--- config.mk ---
export PLATFORM = sky130hd
export DESIGN_NAME = munoc_w_order_scheduler
export DESIGN_NICKNAME = d
export VERILOG_FILES = /design/src/rtl/munoc_w_order_scheduler_pkg.sv /design/src/rtl/munoc_wsched_queue.sv /design/src/rtl/munoc_w_order_scheduler.sv
export SDC_FILE = /design/constraint.sdc
export NUM_CORES = 1
export LEC_CHECK = 0
export CAP_MARGIN = 10
export CORE_MARGIN = 1
export CORE_UTILIZATION = 35
export CTS_CLUSTER_DIAMETER = 120
export DETAILED_ROUTE_END_ITERATION = 10
export GPL_ROUTABILITY_DRIVEN = 0
export GPL_TIMING_DRIVEN = 0
export SLEW_MARGIN = 5
export SYNTH_ARGS = -nofsm -noshare
export SYNTH_HDL_FRONTEND = slang
export SYNTH_HIERARCHICAL = 1
export SYNTH_SLANG_ARGS = --single-unit
--- constraint.sdc ---
create_clock -name clk -period 3.7 [get_ports clk]
set_input_delay 0.74 -clock clk [delete_from_list [all_inputs] [get_ports clk]]
set_output_delay 0.74 -clock clk [all_outputs]
set_load 0.1 [all_outputs]
--- src/rtl/munoc_w_order_scheduler_pkg.sv ---
`default_nettype none
// ============================================================================
// Module  : munoc_w_order_scheduler_pkg
// Brief   : Shared widths and helpers for the NoC write-order scheduler.
// Revision: 1.0 - initial release
// ============================================================================
package munoc_w_order_scheduler_pkg;

    localparam int BW_AXI_ALEN = 8;

    typedef logic [BW_AXI_ALEN-1:0] axi_len_t;

    // Width of a 0..depth occupancy counter
    function automatic int pending_width(input int depth);
        return $clog2(depth) + 1;
    endfunction

endpackage
`default_nettype wire

--- src/rtl/munoc_wsched_queue.sv ---
`default_nettype none
// ============================================================================
// Module  : munoc_wsched_queue
// Brief   : DEPTH-entry synchronous FIFO, head entry visible combinationally.
// Revision: 1.0 - initial release
// ============================================================================
module munoc_wsched_queue #(
    parameter int WIDTH = 12,
    parameter int DEPTH = 4
) (
    input  logic                     clk,
    input  logic                     rstnn,
    input  logic                     push,
    input  logic [WIDTH-1:0]         push_data,
    input  logic                     pop,
    output logic [WIDTH-1:0]         head,
    output logic                     full,
    output logic                     empty,
    output logic [$clog2(DEPTH):0]   count
);

    localparam int                  c_aw    = $clog2(DEPTH);
    localparam logic [c_aw:0]       c_depth = (c_aw+1)'(DEPTH);

    logic [WIDTH-1:0] r_mem [DEPTH];
    logic [c_aw-1:0]  r_wr_ptr;
    logic [c_aw-1:0]  r_rd_ptr;
    logic [c_aw:0]    r_count;
    logic             w_push;
    logic             w_pop;

    assign full   = (r_count == c_depth);
    assign empty  = (r_count == '0);
    assign count  = r_count;
    assign head   = r_mem[r_rd_ptr];
    assign w_push = push & ~full;
    assign w_pop  = pop & ~empty;

    always_ff @(posedge clk) begin
        if (w_push) begin
            r_mem[r_wr_ptr] <= push_data;
        end
    end

    // Pointers wrap naturally because DEPTH is a power of two
    always_ff @(posedge clk or negedge rstnn) begin
        if (!rstnn) begin
            r_wr_ptr <= '0;
            r_rd_ptr <= '0;
            r_count  <= '0;
        end else begin
            if (w_push) begin
                r_wr_ptr <= r_wr_ptr + 1'b1;
            end
            if (w_pop) begin
                r_rd_ptr <= r_rd_ptr + 1'b1;
            end
            case ({w_push, w_pop})
                2'b10:   r_count <= r_count + 1'b1;
                2'b01:   r_count <= r_count - 1'b1;
                default: r_count <= r_count;
            endcase
        end
    end

endmodule
`default_nettype wire

--- src/rtl/munoc_w_order_scheduler.sv ---
`default_nettype none
// ============================================================================
// Module  : munoc_w_order_scheduler
// Brief   : Admits AXI W beats only for queued AW bursts, retires bursts by
//           beat count and flags WLAST / WID violations.
//           Option: MUNOC_WSCHED_WLAST_REGEN_EN regenerates m_wlast from count.
// Revision: 1.0 - initial release
// ============================================================================
module munoc_w_order_scheduler
    import munoc_w_order_scheduler_pkg::*;
#(
    parameter int BW_ID = 4,
    parameter int DEPTH = 4
) (
    input  logic                     clk,
    input  logic                     rstnn,
    input  logic                     clear,
    input  logic                     s_awvalid,
    output logic                     s_awready,
    input  logic [BW_ID-1:0]         s_awid,
    input  logic [BW_AXI_ALEN-1:0]   s_awlen,
    output logic                     m_awvalid,
    input  logic                     m_awready,
    input  logic                     s_wvalid,
    output logic                     s_wready,
    input  logic [BW_ID-1:0]         s_wid,
    input  logic                     s_wlast,
    output logic                     m_wvalid,
    input  logic                     m_wready,
    output logic                     m_wlast,
    output logic [$clog2(DEPTH):0]   pending,
    output logic                     err_wlast,
    output logic                     err_wid,
    output logic [1:0]               err_sticky
);

    localparam int c_entry_w = BW_ID + BW_AXI_ALEN;
    localparam int c_len_lsb = 0;
    localparam int c_id_lsb  = BW_AXI_ALEN;

    logic [c_entry_w-1:0]  w_head;
    logic [BW_ID-1:0]      w_head_id;
    axi_len_t              w_head_len;
    logic                  w_full;
    logic                  w_empty;
    logic                  w_push;
    logic                  w_pop;
    logic                  w_beat;
    logic                  w_last;
    axi_len_t              r_cnt;
    logic                  r_err_wlast;
    logic                  r_err_wid;
    logic [1:0]            r_sticky;

    assign w_head_id  = w_head[c_id_lsb +: BW_ID];
    assign w_head_len = w_head[c_len_lsb +: BW_AXI_ALEN];

    // No pass-through when full, no bypass when empty
    assign m_awvalid = s_awvalid & ~w_full;
    assign s_awready = m_awready & ~w_full;
    assign w_push    = s_awvalid & s_awready;

    assign m_wvalid  = s_wvalid & ~w_empty;
    assign s_wready  = m_wready & ~w_empty;
    assign w_beat    = s_wvalid & s_wready;
    assign w_last    = (r_cnt == w_head_len);
    assign w_pop     = w_beat & w_last;

`ifdef MUNOC_WSCHED_WLAST_REGEN_EN
    assign m_wlast = w_last & ~w_empty;
`else
    assign m_wlast = s_wlast;
`endif

    munoc_wsched_queue #(
        .WIDTH (c_entry_w),
        .DEPTH (DEPTH)
    ) u_queue (
        .clk       (clk),
        .rstnn     (rstnn),
        .push      (w_push),
        .push_data ({s_awid, s_awlen}),
        .pop       (w_pop),
        .head      (w_head),
        .full      (w_full),
        .empty     (w_empty),
        .count     (pending)
    );

    always_ff @(posedge clk or negedge rstnn) begin
        if (!rstnn) begin
            r_cnt       <= '0;
            r_err_wlast <= 1'b0;
            r_err_wid   <= 1'b0;
            r_sticky    <= 2'b00;
        end else begin
            if (w_beat) begin
                r_cnt <= w_last ? '0 : r_cnt + 1'b1;
            end
            r_err_wlast <= w_beat & (s_wlast != w_last);
            r_err_wid   <= w_beat & (s_wid != w_head_id);
            // A pulse arriving together with clear keeps its flag set
            r_sticky    <= (r_sticky & ~{2{clear}}) | {r_err_wid, r_err_wlast};
        end
    end

    assign err_wlast  = r_err_wlast;
    assign err_wid    = r_err_wid;
    assign err_sticky = r_sticky;

endmodule
`default_nettype wire
## After elaboration in Yosys (flattened, before gate mapping)

Memory sizes are Yosys's and may differ from the RTL's.
Index checks and enable logic that the tools add are counted.

- Bits in registers: 19
- Memory bits (writable): 48
- Bits of input ports: 24
- Output and inout port bits: 12
- Logic and storage cells: 41
- Memories kept: 1

Memory list:

| name | words | width | read ports | clocked after memory_dff | wr ports | line | source |
|---|---|---|---|---|---|---|---|
| u_queue.r_mem | 4 | 12 | 1 | 0 | 1 | munoc_wsched_queue.sv:25 | `logic [WIDTH-1:0] r_mem [DEPTH];` |

- Add/sub/neg operators: 5
- Eq/ne operators: 6
- Multiplexer cells: 4
- Bitwise logic cells: 16
- Reductions and logical operators: 2

Operators by type and width:

| cell | number |
|---|---|
| $and A1 B1 Y1 | 11 |
| $add A8 B1 Y8 const B | 1 |
| $eq A8 B8 Y1 | 1 |
| $mux W8 | 1 |
| $pmux W3 S2 | 1 |
| $add A2 B1 Y2 const B | 2 |
| $ne A4 B4 Y1 | 1 |
| $add A3 B1 Y3 const B | 1 |
| $eq A3 B3 Y1 const B | 1 |
| $logic_not A3 Y1 | 1 |
| $sub A3 B1 Y3 const B | 1 |
| $and A2 B2 Y2 | 1 |
| $eq A2 B1 Y1 const B | 1 |
| $eq A2 B2 Y1 const B | 1 |
| $mux W1 | 2 |
| $not A1 Y1 | 2 |
| $not A2 Y2 | 1 |
| $or A2 B2 Y2 | 1 |
| $reduce_bool A2 Y1 | 1 |
| $ne A1 B1 Y1 | 1 |

## Longest topological paths before layout

- Depth in word-level cells: 8
- Gate-level depth with buffers: 14
- Gate-level depth less buffers: 11

## Hierarchy

The synthesis kept the hierarchy.

Modules (own cells, without submodules):

| module | instances | cells each | area each (µm²) | sequential area each (µm²) |
|---|---|---|---|---|
| munoc_wsched_queue | 1 | 100 | 2188.3 | 1616.6 |
| munoc_w_order_scheduler | 1 | 80 | 765.7 | 300.3 |

## Worst setup path after synthesis

Ideal clock, no wire load.

- Path type: register to register
- From: reg u_queue.r_count[0] (netlist: u_queue/count[0])
- To: reg u_queue.r_count[2] (netlist: u_queue/count[2])
- Setup time: 163 ps
- Data arrival time: 3869 ps
- Setup slack: -332 ps
- Cell stages (with the launch flop): 12
- Clock period less this slack: 4032 ps
- Path through: dfrtp_1 > nor3b_2 > nor2b_1 > and2_1 > nor2b_2 > inv_1 > ha_1 > inv_1 > fa_1 > xor2_1 > nor2_1 > xor2_1

- Elaborated cells between the ends (all ways): 17

RTL lines:

| what | line | source |
|---|---|---|
| start: declaration | munoc_wsched_queue.sv:28 | `logic [c_aw:0] r_count;` |
| start signal: assignment | munoc_wsched_queue.sv:59 | `2'b10: r_count <= r_count + 1'b1;` |
| start signal: assignment | munoc_wsched_queue.sv:60 | `2'b01: r_count <= r_count - 1'b1;` |
| start signal: assignment | munoc_wsched_queue.sv:61 | `default: r_count <= r_count;` |
| $eq A3 B3 Y1 (*) | munoc_wsched_queue.sv:32 | `assign full = (r_count == c_depth);` |
| named net w_full | munoc_w_order_scheduler.sv:44 | `logic w_full;` |
| $not A1 Y1 (*) | munoc_w_order_scheduler.sv:60 | `assign s_awready = m_awready & ~w_full;` |
| $and A1 B1 Y1 (*) | munoc_w_order_scheduler.sv:60 |  |
| $and A1 B1 Y1 (*) | munoc_w_order_scheduler.sv:61 | `assign w_push = s_awvalid & s_awready;` |
| named net w_push | munoc_w_order_scheduler.sv:46 | `logic w_push;` |
| $and A1 B1 Y1 (*) | munoc_wsched_queue.sv:36 | `assign w_push = push & ~full;` |
| $eq A2 B1 Y1 / $eq A2 B2 Y1 (equally long branches) | munoc_wsched_queue.sv:58 | `case ({w_push, w_pop})` |
| $pmux W3 S2 / $reduce_bool A2 Y1 (equally long branches) | -- |  |

The timed path passes the listed nets; every way through them passes the cells marked *.
A chain may end at the register's enable or synchronous reset.

## Worst setup path in the final report

- From: reg u_queue.r_rd_ptr[0]
- To: reg u_queue.r_count[2] (netlist: u_queue/count[2])

- Cells in the longest elaborated chain, start to end: 6
- Elaborated cells between the ends (all ways): 8

RTL lines:

| what | line | source |
|---|---|---|
| start: declaration | munoc_wsched_queue.sv:27 | `logic [c_aw-1:0] r_rd_ptr;` |
| start signal: assignment | munoc_wsched_queue.sv:56 | `r_rd_ptr <= r_rd_ptr + 1'b1;` |
| $mem_v2 Z4 W12 (*) | -- |  |
| named net w_head[5] | munoc_w_order_scheduler.sv:41 | `logic [c_entry_w-1:0] w_head;` |
| $eq A8 B8 Y1 (*) | munoc_w_order_scheduler.sv:66 | `assign w_last = (r_cnt == w_head_len);` |
| $and A1 B1 Y1 (*) | munoc_w_order_scheduler.sv:67 | `assign w_pop = w_beat & w_last;` |
| named net w_pop | munoc_w_order_scheduler.sv:47 | `logic w_pop;` |
| $and A1 B1 Y1 (*) | munoc_wsched_queue.sv:37 | `assign w_pop = pop & ~empty;` |
| named net u_queue.w_pop | munoc_wsched_queue.sv:30 | `logic w_pop;` |
| $eq A2 B1 Y1 / $eq A2 B2 Y1 (equally long branches) | munoc_wsched_queue.sv:58 |  |
| $pmux W3 S2 / $reduce_bool A2 Y1 (equally long branches) | -- |  |

Marks and branches as above.

==> results.md <==
* Status: finished, final reports clean
* Synth Area in Adders at 0.0322
* Drt total wl at 4710 um
* Type of the worst setup path: reg -> reg
* Dpl ws at 0.133 ns
* Die Footprint at 0.00881 mm^2
* Port Buffer Count at 35
* Sequential-to-total area share from yosys stat at 0.649
* Wl on met1 at 2120 um
* Post-CTS sizing at 0
* Post-synth top area share at 0.488
* Min-Delay Path Class: reg -> reg
* Post-layout nets at 257
* Initial cell density of the core at 0.361
* Post-synth cell types at 40
* Cell family with most CP delay: simple AND/OR/NAND/NOR gates
* Ports at 36
* Primary FF master, synth: edfxtp_1
* CP max stage delay at 0.52 ns
* Post-synthesis simple-gate area fraction at 0.0966
* Grt total ovfl at 0
* Die height at 93.9 um
* Cell mode on critical path: xor2_1
* Core Rows at 33
* CTS tree: done
* Dpl cell area at 0.00344 mm^2
* Final hold vios at 0
* Layout area overhead at 24.1%
* Flops & latches, synth at 67
* Initial antenna violation count at 0
* Total number of vias at 1541
* Router iterations before antenna repair at 4
* Most area-consuming cells after synthesis: edfxtp_1 (49%), dfrtp_1 (16%), mux4_2 (6.1%), mux4_1 (3.6%), xor2_1 (3.3%)
* Root Buffer: clkbuf_8
* Crit share post-route at 0.944
* Worst Hold Slack at 0.451 ns
* Fin Setup TNS at 0 ns
* Worst VDD drop at 0.197 mV
* Arr. time, crit path at 3.74 ns
* Final min period at 3.49 ns
* WP buf/inv at 4
* Setup Skew at 0.00865 ns
* Final Cell Area at 0.00367 mm^2
* Detailed router's first-iteration violation count at 45
* Max_cap viols at 0
* Mux cell area share after synthesis at 0.108
* Core ar. at 0.00818 mm^2
* Fmax at 286 MHz
* DRC Markers at 0
* Slowest cell on the critical path: mux4_2
* Gate count of the mapped netlist at 180
* Worst-path clk slew at 0.07 ns
* CP max FO at 10
* ANT nets after route at 0
* Post-synth EDFFs at 48
* Clk sinks at 67
* Met2 WL at 2310 um
* Power per cell area at 654 mW/mm^2
* Worst Setup Start Kind: register
* Synthesized net count at 211
* Hpwl dp at 3280 um
* Ys Warns at 6
* Unrepaired setup endpoints after global routing: false
* Die X at 93.9 um
* WL per Instance at 14.1 um
* Worst-Skew Late Latency at 0.33 ns
* Num CTS Buffers at 9
* Largest family of logic cells by synthesized area: multiplexers
* Util after Layout at 0.449
* Setup Buffers After CTS at 0
* XOR/XNOR Fraction of Synth Area at 0.0623
* Fill cells at 738
* Uppermost layer routed: met4
* Cell Area, Synth at 0.00295 mm^2
* Vias in the first global route at 1625
* Sequence of cells on the critical path: buf_6 > buf_12 > mux4_2 > xor2_1 > nor4_2 > and3_1 > buf_6 > o31a_1 > ha_1 > inv_1 > fa_1 > xor2_1 > nor2_1 > xor2_1
* Clock buffer depth at 2
* Number of max-slew violations in the final report at 0
* Critical Path RT at 3.95 ns
* Worst slew pin tran at 0.967 ns
* Diode count at 0
* Met3 routed wirelength at 168 um
* Setup violators final at 0
* Avg Cell Area, Syn at 16.4 um^2
* Total GRT Usage at 0.127
* H-tree lvl count at 3
* Worst rel slew slack at 0.353
* Layout cells sized above 1 at 0.174
* DR vias/cell at 4.60
* Synth area leader: edfxtp_1
* Post-synth ARST share at 0.284
* First-pass GRT wire length at 8120 um
* Largest net degree at the start of global routing at 20
* Hold-fix buffers at CTS at 0
* Pleak at 1.34 nW
* Worst setup margin at 0.207 ns
* Post-synthesis compound-gate area fraction at 0.0216
* Crit path capture type: register
-- placed cells by master (no fill, tap or decap), types with 2 or more instances in the layout --
cell type,Yosys,layout
inv_1,8,8
nor3_1,2,2
clkdlybuf4s50_1,0,35
and2b_1,2,2
nor3_2,2,2
bufinv_16,0,3
clkinv_1,0,2
nand2_1,7,7
a21o_1,2,2
o21ai_0,5,5
xnor2_1,10,10
buf_6,2,2
mux4_1,4,4
ha_1,6,6
edfxtp_1,48,48
nor2b_2,1,2
nand3_1,5,5
nor2_2,3,3
dfrtp_1,19,19
nor4_2,2,2
mux4_2,8,8
mux2i_1,2,2
xor2_1,11,11
clkbuf_8,0,9
and2_1,5,5
nor2_1,7,7
-- cells by family (layout without fill, tap and decap cells) --
group                      after synthesis  in the layout
buffers and inverters                   14             64
adders and majority gates                7              7
muxes                                   15             15
xor gates and xnor gates                21             21
AOI/OAI and AO/OA                       10             10
DFF                                     67             67
and+or+nand+nor                         46             46
-- path summary, 6_finish.rpt --
kind	slack (ns)	cells past startpoint	start	to
max in group asynchronous	2.22	1	rstnn	r_cnt[0]$_DFFE_PN0P_
max	0.21	14	u_queue/r_rd_ptr[0]$_DFFE_PN0P_	u_queue/count[2]$_DFFE_PN0P_
min	0.45	1	err_wlast$_DFF_PN0_	err_sticky[0]$_DFF_PN0_
max reg2reg	0.21	14	u_queue/r_rd_ptr[0]$_DFFE_PN0P_	u_queue/count[2]$_DFFE_PN0P_
min reg2reg	0.45	1	err_wlast$_DFF_PN0_	err_sticky[0]$_DFF_PN0_
min in group asynchronous	0.92	1	rstnn	err_sticky[0]$_DFF_PN0_
-- where the power goes --
group / leakage [nW] / switching (mW) / internal (mW)
clock network: 0.110 / 0.263 / 0.439
logic: 0.552 / 0.450 / 0.241
registers: 0.673 / 0.0823 / 0.924
-- Yosys cell counts (2+ instances only) --
master    number
and2b_1        2
mux4_1         4
edfxtp_1      48
and2_1         5
nor2b_1        2
inv_1          8
nor2_1         7
mux2i_1        2
xnor2_1       10
a21o_1         2
o21ai_0        5
nor3_1         2
nand3_1        5
mux4_2         8
xor2_1        11
nor2_2         3
nor4_2         2
ha_1           6
nand2_1        7
nor3_2         2
dfrtp_1       19
buf_6          2
-- sequential cells by signal, indices dropped and copies added (netlist names) --
name and flops:
err_wid 1, u_queue/r_rd_ptr 2, u_queue/r_wr_ptr 2, err_wlast 1, r_cnt 8, u_queue/r_mem 48
err_sticky 2, u_queue/count 3
-- layout make-up --
class / count / area [um^2] / share of cell area
plain buffers: 6 / 58.8 / 0.0160
clock buffers: 9 / 124 / 0.0338
flip-flops and latches: 67 / 1920 / 0.523
inverters: 8 / 30.0 / 0.00819
multi-input cells: 99 / 951 / 0.259
repair buffers: 35 / 350 / 0.0955
clock inverters: 6 / 105 / 0.0287
well taps: 105 / 131 / 0.0358
-- routing by layer --
metal / global-route usage / vias to the layer above
li1: - / 753
met1: 0.163 / 749
met2: 0.202 / 30
met3: 0.0316 / 9
met4: 0.0615 / 0
met5: 0 / -
-- metrics by stage --
step                      std cells  power, mW
after global routing            335       2.53
after CTS                       335       2.43
final                           335       2.40
after global placement          320       1.71
after floorplan                 180       1.54
after detailed placement        320       1.72
-- worst reg2reg max path, cell delays in order (launching register included) --
cell and delay [ns]:
dfrtp_1 0.34, buf_6 0.13, buf_12 0.15, mux4_2 0.53, xor2_1 0.17, nor4_2 0.37
and3_1 0.23, buf_6 0.13, o31a_1 0.24, ha_1 0.23, inv_1 0.06, fa_1 0.39
xor2_1 0.16, nor2_1 0.12, xor2_1 0.16
Note: power is estimated with default switching activity, not from simulation.
